<file path="config.mk">
export PLATFORM = sky130hd
export DESIGN_NAME = csr_access_ctrl
export DESIGN_NICKNAME = d
export VERILOG_FILES = /design/src/rtl/csr_pkg.sv /design/src/rtl/csr_rmw_alu.sv /design/src/rtl/csr_access_ctrl.sv
export SDC_FILE = /design/constraint.sdc
export NUM_CORES = 1
export LEC_CHECK = 0
export CAP_MARGIN = 20
export CORE_MARGIN = 3
export CORE_UTILIZATION = 49
export CTS_BUF_LIST = sky130_fd_sc_hd__clkbuf_2 sky130_fd_sc_hd__clkbuf_4 sky130_fd_sc_hd__clkbuf_8
export DETAILED_ROUTE_END_ITERATION = 8
export GPL_TIMING_DRIVEN = 0
export HOLD_SLACK_MARGIN = 0.15
export PLACE_DENSITY = 0.87
export SLEW_MARGIN = 20
export SYNTH_ARGS = -nofsm -noshare
export SYNTH_HDL_FRONTEND = slang
export SYNTH_HIERARCHICAL = 1
export SYNTH_SLANG_ARGS = --single-unit
</file>
<file path="constraint.sdc">
create_clock -name clk -period 2.3 [get_ports clk]
set_input_delay 0.46 -clock clk [delete_from_list [all_inputs] [get_ports clk]]
set_output_delay 0.46 -clock clk [all_outputs]
set_load 0.02 [all_outputs]
</file>
<file path="src/rtl/csr_pkg.sv">
// Shared encodings for the CSR access path: Zicsr func3 values, common CSR
// addresses and the access controller state type.
package csr_pkg;

    localparam int DATA_W = 32;

    localparam logic [2:0] F3_CSRRW  = 3'b001;
    localparam logic [2:0] F3_CSRRS  = 3'b010;
    localparam logic [2:0] F3_CSRRC  = 3'b011;
    localparam logic [2:0] F3_CSRRWI = 3'b101;
    localparam logic [2:0] F3_CSRRSI = 3'b110;
    localparam logic [2:0] F3_CSRRCI = 3'b111;

    localparam logic [11:0] CSR_MSTATUS   = 12'h300;
    localparam logic [11:0] CSR_MIE       = 12'h304;
    localparam logic [11:0] CSR_MTVEC     = 12'h305;
    localparam logic [11:0] CSR_MSCRATCH  = 12'h340;
    localparam logic [11:0] CSR_MEPC      = 12'h341;
    localparam logic [11:0] CSR_MCAUSE    = 12'h342;
    localparam logic [11:0] CSR_CYCLE     = 12'hC00;
    localparam logic [11:0] CSR_MVENDORID = 12'hF11;

    typedef enum logic [2:0] {
        IDLE      = 3'd0,
        READ      = 3'd1,
        WRITE     = 3'd2,
        WAIT_DONE = 3'd3,
        RESP      = 3'd4
    } state_t;

endpackage

</file>
<file path="src/rtl/csr_rmw_alu.sv">
// Read-modify-write value for a Zicsr instruction, plus whether the
// instruction architecturally writes the CSR and whether func3 is valid.
module csr_rmw_alu
    import csr_pkg::*;
(
    input  logic [2:0]        func3,
    input  logic [DATA_W-1:0] old_value,
    input  logic [DATA_W-1:0] rs1_data,
    input  logic [4:0]        uimm,
    input  logic [4:0]        rs1_idx,
    output logic [DATA_W-1:0] new_value,
    output logic              write_needed,
    output logic              func3_illegal
);

    logic [DATA_W-1:0] operand;

    // func3[2] selects the zero-extended immediate forms
    assign operand = func3[2] ? {{(DATA_W-5){1'b0}}, uimm} : rs1_data;

    always_comb begin
        new_value     = old_value;
        write_needed  = 1'b0;
        func3_illegal = 1'b0;
        case (func3)
            F3_CSRRW, F3_CSRRWI: begin
                new_value    = operand;
                write_needed = 1'b1;
            end
            F3_CSRRS, F3_CSRRSI: begin
                new_value    = old_value | operand;
                write_needed = (rs1_idx != 5'd0);
            end
            F3_CSRRC, F3_CSRRCI: begin
                new_value    = old_value & ~operand;
                write_needed = (rs1_idx != 5'd0);
            end
            default: func3_illegal = 1'b1;
        endcase
    end

endmodule

</file>
<file path="src/rtl/csr_access_ctrl.sv">
// Pipeline-side CSR access sequencer: read, optional single-cycle write with
// done handshake and timeout, then a one-cycle response carrying the old value.
module csr_access_ctrl
    import csr_pkg::*;
#(
    parameter int WRITE_TIMEOUT = 16
) (
    input  logic        clk,
    input  logic        rst,
    input  logic        req_valid,
    output logic        req_ready,
    input  logic [2:0]  req_func3,
    input  logic [11:0] req_csr_addr,
    input  logic [4:0]  req_rs1_idx,
    input  logic [31:0] req_rs1_data,
    input  logic [4:0]  req_rd_idx,
    output logic [11:0] csr_addr,
    output logic [2:0]  csr_func3,
    output logic [4:0]  csr_imm,
    output logic [31:0] csr_wdata,
    input  logic [31:0] csr_rdata,
    output logic        csr_write_enable,
    input  logic        csr_write_done,
    output logic        rsp_valid,
    output logic [4:0]  rsp_rd_idx,
    output logic [31:0] rsp_rd_data,
    output logic        rsp_illegal,
    output logic        stall
);

    localparam logic [7:0] TMO_LAST = 8'(WRITE_TIMEOUT - 1);

    state_t            state_q, state_d;
    logic [2:0]        func3_q;
    logic [11:0]       addr_q;
    logic [4:0]        rs1_idx_q;
    logic [DATA_W-1:0] rs1_data_q;
    logic [4:0]        rd_idx_q;
    logic [DATA_W-1:0] old_q;
    logic [DATA_W-1:0] wdata_q;
    logic              illegal_q;
    logic [7:0]        cnt_q;

    logic [DATA_W-1:0] alu_new;
    logic              alu_wn;
    logic              alu_f3_ill;
    logic              read_illegal;

    csr_rmw_alu u_alu (
        .func3         (func3_q),
        .old_value     (csr_rdata),
        .rs1_data      (rs1_data_q),
        .uimm          (rs1_idx_q),
        .rs1_idx       (rs1_idx_q),
        .new_value     (alu_new),
        .write_needed  (alu_wn),
        .func3_illegal (alu_f3_ill)
    );

    // addr[11:10]==11 marks the read-only CSR space
    assign read_illegal = alu_f3_ill || ((addr_q[11:10] == 2'b11) && alu_wn);

    always_comb begin
        state_d = state_q;
        case (state_q)
            IDLE:      if (req_valid) state_d = READ;
            READ:      state_d = (read_illegal || !alu_wn) ? RESP : WRITE;
            WRITE:     state_d = WAIT_DONE;
            WAIT_DONE: if (csr_write_done || (cnt_q == TMO_LAST)) state_d = RESP;
            RESP:      state_d = IDLE;
            default:   state_d = IDLE;
        endcase
    end

    always_ff @(posedge clk) begin
        if (rst) begin
            state_q    <= IDLE;
            func3_q    <= '0;
            addr_q     <= '0;
            rs1_idx_q  <= '0;
            rs1_data_q <= '0;
            rd_idx_q   <= '0;
            old_q      <= '0;
            wdata_q    <= '0;
            illegal_q  <= 1'b0;
            cnt_q      <= '0;
        end else begin
            state_q <= state_d;
            case (state_q)
                IDLE: if (req_valid) begin
                    func3_q    <= req_func3;
                    addr_q     <= req_csr_addr;
                    rs1_idx_q  <= req_rs1_idx;
                    rs1_data_q <= req_rs1_data;
                    rd_idx_q   <= req_rd_idx;
                    illegal_q  <= 1'b0;
                end
                READ: begin
                    old_q     <= csr_rdata;
                    illegal_q <= read_illegal;
                    if (state_d == WRITE) wdata_q <= alu_new;
                end
                WRITE: cnt_q <= '0;
                WAIT_DONE: if (!csr_write_done) begin
                    if (cnt_q == TMO_LAST) illegal_q <= 1'b1;
                    else                   cnt_q     <= cnt_q + 8'd1;
                end
                default: ;
            endcase
        end
    end

    // Outputs are forced low while reset is held, whatever the state register holds
    assign req_ready        = !rst && (state_q == IDLE);
    assign stall            = !rst && (state_q != IDLE);
    assign csr_write_enable = !rst && (state_q == WRITE);
    assign rsp_valid        = !rst && (state_q == RESP);
    assign rsp_illegal      = rsp_valid && illegal_q;
    assign rsp_rd_idx       = (rsp_valid && !illegal_q) ? rd_idx_q : 5'd0;
    assign rsp_rd_data      = (rsp_valid && !illegal_q) ? old_q : '0;
    assign csr_addr         = rst ? 12'd0 : addr_q;
    assign csr_func3        = rst ? 3'd0 : func3_q;
    assign csr_imm          = rst ? 5'd0 : rs1_idx_q;
    assign csr_wdata        = rst ? '0 : wdata_q;

endmodule

</file>
# Word-level counts from Yosys, hierarchy flattened

Cells that the tools add are included.

Register bits: 133
Bits of input ports: 93
Output and inout bits: 94

Multiplexer cells: 21
Bitwise logic cells: 3
$add $sub $neg: 1
Eq/ne operators: 17
Reductions and logical operators: 27

Operators with widths:

| cell                | count |
|---|---|
| $mux 32             | 3 |
| $pmux 32 s3         | 1 |
| $and 32x32->32      | 1 |
| $not 32->32         | 1 |
| $or 32x32->32       | 1 |
| $mux 8              | 2 |
| $pmux 8 s2          | 1 |
| $eq 3x2->1 const B  | 5 |
| $eq 3x3->1 const B  | 4 |
| $mux 12             | 1 |
| $mux 3              | 4 |
| $pmux 3 s4          | 1 |
| $mux 5              | 2 |
| $add 8x1->8 const B | 1 |
| $eq 8x4->1 const B  | 1 |
| $ne 2x2->1 const B  | 4 |
| $logic_and 1x1->1   | 7 |
| $eq 3x1->1 const B  | 2 |
| $reduce_bool 3->1   | 2 |
| $reduce_or 2->1     | 3 |
| $reduce_or 6->1     | 1 |
| $reduce_bool 5->1   | 1 |
| $mux 1              | 4 |
| $reduce_and 2->1    | 2 |
| 10 further kinds    | 14 |

# Depth between registers and ports, before layout

Gate-level depths: netlist of the first run.

Word-level depth: 10
Mapped depth: 10

# Modules after synthesis

The synthesis of the first run kept the hierarchy.

Modules (own cells, without submodules):

| module          | cells an instance | area an instance (um2) | instances | seq. area each (um2) |
|---|---|---|---|---|
| csr_access_ctrl | 712               | 5,436.5                | 1         | 2,662.6 |
| csr_rmw_alu     | 148               | 957.2                  | 1         | 0.0 |

# Worst setup path before layout of the first run

Ideal clock, no wire load.

Path kind: input-to-output
Start point: input port rst
End point: output port rsp_rd_data[10]
Path buffers: 3
Arrival: 1.927 ns
Data required time: 1.840 ns
Slack: -0.087 ns
Cell stages on the path: 6
Cells stage by stage: clkbuf_1 -> nor4b_2 -> nor2b_1 -> buf_2 -> clkbuf_1 -> and2_1

Cells in the longest elaborated chain, start to end: 4

RTL lines:

| element           | line                   | source |
|---|---|---|
| start, declared   | csr_access_ctrl.sv:9   | `input logic rst,` |
| $logic_not 1->1   | csr_access_ctrl.sv:117 | `assign rsp_valid = !rst && (state_q == RESP);` |
| $logic_and 1x1->1 | csr_access_ctrl.sv:117 |  |
| net rsp_valid     | csr_access_ctrl.sv:24  | `output logic rsp_valid,` |
| $logic_and 1x1->1 | csr_access_ctrl.sv:120 | `assign rsp_rd_data = (rsp_valid && !illegal_q) ? old_q : '0;` |
| $mux 32           | csr_access_ctrl.sv:120 |  |
| end, declared     | csr_access_ctrl.sv:26  | `output logic [31:0] rsp_rd_data,` |

The timed path passes the listed nets, and every way through them passes these cells.

# Worst setup path in the final report of the first run

Start point: register state_q[2]
End point: output port rsp_rd_data[1]

Cells in the longest elaborated chain, start to end: 4

RTL lines:

| element                | line                   | source |
|---|---|---|
| start, declared        | csr_access_ctrl.sv:33  | `state_t state_q, state_d;` |
| start signal, assigned | csr_access_ctrl.sv:88  | `state_q <= state_d;` |
| $eq 3x3->1             | csr_access_ctrl.sv:117 |  |
| $logic_and 1x1->1      | csr_access_ctrl.sv:117 |  |
| $logic_and 1x1->1      | csr_access_ctrl.sv:120 |  |
| $mux 32                | csr_access_ctrl.sv:120 |  |

Every way passes these cells.

==> flow_summary.yaml, run 1 <==
run_status:
  status: "finished, violations left"
  failed_checks: "negative setup slack"
power_and_ir_drop:
  power_leakage_uw: 0.00359
  peakVddDrop_uv: 357
  powerDensity_mw_per_mm2: 585
global_route:
  grt_usage_pct: 28.5
  grt_max_degree: 17
  grt_pass1_wl_um: 32300
  antenna_found_initial: 0
  grt-ovfl-total: 0
  grt_pass1_vias: 6429
die:
  initial_core_util_pct: 50.5
  coreArea_mm2: 0.0127
  dieHeight_um: 120
  die_area_mm2: 0.0145
  io_pins: 187
  fp.dieW_um: 120
  rows: 41
place:
  placed_area_mm2: 0.00847
  place.gp.congestion: 0.892
  portBuffers: 185
  dp_hpwl_um: 15100
synth:
  synth_cell_type_count: 50
  synth_adder_area_share_pct: 0.196
  synth_top_family_by_area: "simple AND/OR/NAND/NOR gates"
  seq_area_frac_synth_pct: 41.6
  ys_async_sr_fraction_pct: 0
  synth_nets: 954
  muxShareOfSynthArea_pct: 2.00
  synth-simple-area-share_pct: 30.7
  synth_cells: 860
  ys_ff_latch: 133
  synth_warnings: 6
  synth_edf_count: 0
  yosys.area_share.xor_xnor_pct: 3.84
  synth_compound_area_share_pct: 16.6
  synth_area_per_cell_um2: 7.43
  synthesis.area_mm2: 0.00639
  ys.flop_type: "dfxtp_1"
route:
  final_antenna_net_count: 0
  drtIter0Drc: 718
  first_pass_iters: 7
  wire_per_inst_um: 16.9
  via_per_inst: 5.40
  num_vias: 6808
  drt_wl_total_um: 21300
  post-route-drc-count: 0
final_layout:
  drive_gt1_share_pct: 15.6
  fill_cells: 1017
  fin_nets: 1171
  regArea_mm2: 0.00267
  areaGrowthSynthToFinish_pct: 44.4
  diodes: 0
  fin_area_mm2: 0.00923
  fin_util_pct: 72.9
  multi_input_area_mm2: 0.00352
cts:
  holdBufCountCts: 0
  htree_levels: 4
  cts.sinks: 133
  clock_latency_ps: 460
  cts_made_buffers: 17
  cts_root_buf: "clkbuf_8"
  clk_pin_slew_ps: 70
  clk_path_buf_depth: 2
  cts_tree: "yes"
timing:
  tightestPinTransition_ps: 650
  fin_skew_ps: 11.4
  hold_viol: 0
  grt_setup_unrepaired: "true"
  period_needed_ps: 2380
  worst_slack_ps: -76.3
  clock.fmax_mhz: 421
  fin_crit_sh_pct: 103
  final-setup-viol-count: 37
  maxSlewViolCount: 0
  max-slew-margin-rel_pct: 56.3
worst_setup_path:
  cp.required_ps: 1840
  path_class: "register to output port"
  end_kind: "output port"
  cp.arrival_ps: 1920
  crit_fanout: 7
  crit_path_start_kind: "register"
run:
  max_cap_viol_count: 0
min_path:
  hold_path_class: "register to register"
## Yosys cell counts, types with 2 or more instances
cell | instances | area (µm²)
nand2_1 | 250 | 938
a21oi_1 | 187 | 936
dfxtp_1 | 133 | 2660
nor2b_1 | 77 | 482
clkbuf_1 | 41 | 154
and2_1 | 40 | 250
xnor2_1 | 28 | 245
buf_2 | 23 | 115
nor2_1 | 11 | 41.3
mux2i_1 | 6 | 60.1
and2b_1 | 5 | 37.5
nor4_1 | 4 | 25.0
inv_1 | 3 | 11.3
mux2_4 | 3 | 45.0
nand2b_1 | 3 | 18.8
nand3_1 | 3 | 15.0
a31oi_1 | 2 | 12.5
and3_1 | 2 | 12.5
buf_6 | 2 | 22.5
mux2_2 | 2 | 22.5
nor3_1 | 2 | 10.0
o21ai_0 | 2 | 10.0
o31a_1 | 2 | 17.5
or2_2 | 2 | 12.5
or4_1 | 2 | 15.0
## routing by layer
layer	routed length [µm]	part of all wire, %	up-vias	GRT usage (%)
met5	0	0	-	0
met4	459	2.2	0	9.77
met3	2200	10	41	7.20
met2	10300	49	355	48.9
met1	8300	39	3168	34.8
li1	-	-	3244	-
## path summary, 6_finish.rpt
path / slack [ps] / start / cells past startpoint / endpoint
worst max register to register: 130 / func3_q[0] / 9 / wdata_q[3]
worst min-delay path: 450 / rs1_data_q[15] / 2 / rs1_data_q[15]
worst min register to register: 450 / rs1_data_q[15] / 2 / rs1_data_q[15]
worst max-delay path: -80 / state_q[2] / 7 / rsp_rd_data[1]
## worst max-delay path, stage by stage, from the launching register on
cell	delay, ps
dfxtp_2	340
buf_6	110
nor4b_4	210
nor2b_4	230
buf_12	160
clkbuf_16	150
and2_4	150
buf_6	110
## cells by family (layout without fill, tap and decap cells)
family,Yosys count,in the layout
and+or+nand+nor,412,412
AOI/OAI and AO/OA,203,203
DFF,133,133
buffers and inverters,72,301
xor gates and xnor gates,28,28
muxes,11,11
adders and majority gates,1,1
## final cells by class
| type | count | area share [%] |
|---|---|---|
| multi-input combinational | 655 | 38.1 |
| timing repair buffer | 199 | 21.6 |
| clock inverter | 2 | 0.379 |
| tap | 172 | 2.33 |
| inverter | 3 | 0.122 |
| sequential | 133 | 28.9 |
| buffer | 68 | 4.46 |
| clock buffer | 29 | 4.05 |
## report_power, final
part	internal [µW]	switching (µW)	total, µW
Sequential	2410	63.3	2470
Clock	1130	864	1990
Combinational	422	513	935
Total	3960	1440	5400
## sequential cells by signal, indices dropped and copies added, names as in the netlist
name,flops
addr_q,12
cnt_q,8
func3_q,3
illegal_q,1
old_q,32
rd_idx_q,5
rs1_data_q,32
rs1_idx_q,5
state_q,3
wdata_q,32
## stage by stage
step	setup TNS, ps	instances	hold slack (ps)	power (µW)	setup slack (ps)
floorplan	0	860	432	3010	53.9
global placement	-38400	1217	437	3370	-772
detailed placement	-40120	1217	442	3390	-784
CTS	-4010	1256	451	5380	-154
global route	-5300	1261	463	5580	-171
finish	-1410	1261	451	5400	-76.3
## layout by cell type, fill, tap and decap left out, types with 3 or more instances in the layout
cell type,netlist,layout
clkbuf_4,0,10
a21oi_1,187,187
and2b_1,5,5
buf_4,1,16
and2_1,40,9
nor2_1,11,11
clkbuf_2,1,7
nand2b_1,3,3
buf_2,23,17
xnor2_1,28,28
clkbuf_8,0,27
nor4_1,4,4
nor2b_1,77,76
buf_6,2,38
clkdlybuf4s50_1,0,133
and2_4,0,31
dlygate4sd2_1,0,12
nand3_1,3,3
clkbuf_1,41,27
nand2_1,250,250
mux2_4,3,3
dfxtp_2,0,4
dlymetal6s2s_1,0,3
inv_1,3,3
dfxtp_1,133,129
mux2i_1,6,6
## repair_timing
action	in CTS	in global routing
resized for setup	286	32
gates cloned	3	1
setup endpoints to repair	125	81
pin swaps	24	8
buffers inserted	5	5
(Power assumes the default switching activity.)
==> inputs of run 2 (changes only) <==
CAP_MARGIN = 5   (was 20)
==> results of run 2 <==
Final layout, timing and power as in run 1 (identical DEF).
==> inputs of run 3 (changes only) <==
SKIP_LAST_GASP = 1   (was not set)
==> flow_summary.yaml, run 3 (synthesis gave the netlist of run 1 again) <==
run_status:
  status: "finished, violations left"
  failed_checks: "negative setup slack"
route:
  num_vias: 6806
  via_per_inst: 5.40
  final_antenna_net_count: 0
  route.met3.wl_um: 2060
  first_pass_iters: 8
  drt_wl_total_um: 21200
  top_layer: "met4"
  met2_wirelength_um: 10200
  wire_per_inst_um: 16.8
  post-route-drc-count: 0
  drtIter0Drc: 722
  wl_met1_um: 8360
global_route:
  antenna_found_initial: 0
  grt_pass1_wl_um: 32400
  grt_usage_pct: 28.5
  grt_pass1_vias: 6432
  grt_max_degree: 17
  grt-ovfl-total: 0
final_layout:
  fill_cells: 1018
  multi_input_area_mm2: 0.00352
  diodes: 0
  drive_gt1_share_pct: 15.7
  fin_util_pct: 72.9
  reg_top3: "old_q (32), rs1_data_q (32), wdata_q (32)"
  layout_commonest_cell: "nand2_1"
  fin_area_mm2: 0.00923
  layout_common_cells: "nand2_1, a21oi_1, clkdlybuf4s50_1"
  fin_nets: 1171
  regArea_mm2: 0.00267
  areaGrowthSynthToFinish_pct: 44.4
timing:
  fin_setup_tns_ps: -1180
  grt_setup_unrepaired: "true"
  max-slew-margin-rel_pct: 53.5
  clock.fmax_mhz: 422
  fin_crit_sh_pct: 103
  timing.hold.ws_ps: 451
  fin_skew_ps: 9.70
  maxSlewViolCount: 0
  tightestPinTransition_ps: 692
  worst_slack_ps: -70.6
  hold_viol: 0
  period_needed_ps: 2370
  final-setup-viol-count: 37
worst_setup_path:
  end_kind: "output port"
  cp.arrival_ps: 1910
  cp.required_ps: 1840
  crit_path_start_kind: "register"
  path_class: "register to output port"
  crit_fanout: 7
die:
  rows: 41
  io_pins: 187
  initial_core_util_pct: 50.5
  die_area_mm2: 0.0145
  dieHeight_um: 120
  fp.dieW_um: 120
  coreArea_mm2: 0.0127
place:
  place.gp.congestion: 0.892
  placed_area_mm2: 0.00847
  portBuffers: 185
  dp_hpwl_um: 15100
power_and_ir_drop:
  peakVddDrop_uv: 358
  power_leakage_uw: 0.00359
  powerDensity_mw_per_mm2: 585
cts:
  clock_latency_ps: 450
  clk_path_buf_depth: 2
  clk_pin_slew_ps: 70
  cts.sinks: 133
  cts_made_buffers: 17
  cts_tree: "yes"
  htree_levels: 4
  cts_root_buf: "clkbuf_8"
min_path:
  hold_path_class: "register to register"
run:
  max_cap_viol_count: 0
## run 3: final timing paths
| check | end | slack, ps | cells past startpoint | startpoint |
|---|---|---|---|---|
| worst min register to register | rd_idx_q[0] | 450 | 2 | rd_idx_q[0] |
| worst min-delay path | rd_idx_q[0] | 450 | 2 | rd_idx_q[0] |
| worst max register to register | wdata_q[3] | 90 | 9 | func3_q[0] |
| worst max-delay path | rsp_rd_data[1] | -70 | 7 | state_q[2] |
## run 3: where the power goes
group | total [µW] | switching, µW | internal (µW)
combinational | 934 | 513 | 421
sequential | 2470 | 63.2 | 2410
clock | 1990 | 860 | 1130
total | 5400 | 1440 | 3960
## run 3: per-layer routing
layer	global-route usage, %	vias up
met2	48.9	366
met1	34.8	3142
met4	9.77	0
li1	-	3245
met5	0	-
met3	7.25	53
## run 3: area by class of cell
class	count	share of cell area, %
tap	172	2.33
inverter	3	0.122
timing repair buffer	199	21.6
sequential	133	28.9
multi-input combinational	655	38.2
buffer	68	4.42
clock buffer	29	4.05
clock inverter	2	0.380
## run 3: timing repair
action                                 in CTS  in global routing
setup endpoints to repair                 125                 81
setup buffers                               5                  5
resized for setup                         277                 41
hold buffers                                0                  0
endpoints found under the hold margin       0                  0
cloned                                      3                  1
pin swaps                                  23                 10
## run 3: critical path, stage by stage (launching register included)
cell       delay, ps
dfxtp_2          340
buf_6            110
nor4b_4          210
nor2b_4          230
buf_12           160
clkbuf_16        150
and2_4           160
buf_6            110
## run 3: through the flow
| stage | setup slack [ps] | total power, µW | std cells |
|---|---|---|---|
| 5_1_grt | -170 | 5580 | 1261 |
| 3_5_place_dp | -784 | 3390 | 1217 |
| 6_report | -70.6 | 5400 | 1261 |
| 4_1_cts | -175 | 5380 | 1256 |
| 3_3_place_gp | -772 | 3370 | 1217 |
| 2_1_floorplan | 53.9 | 3010 | 860 |
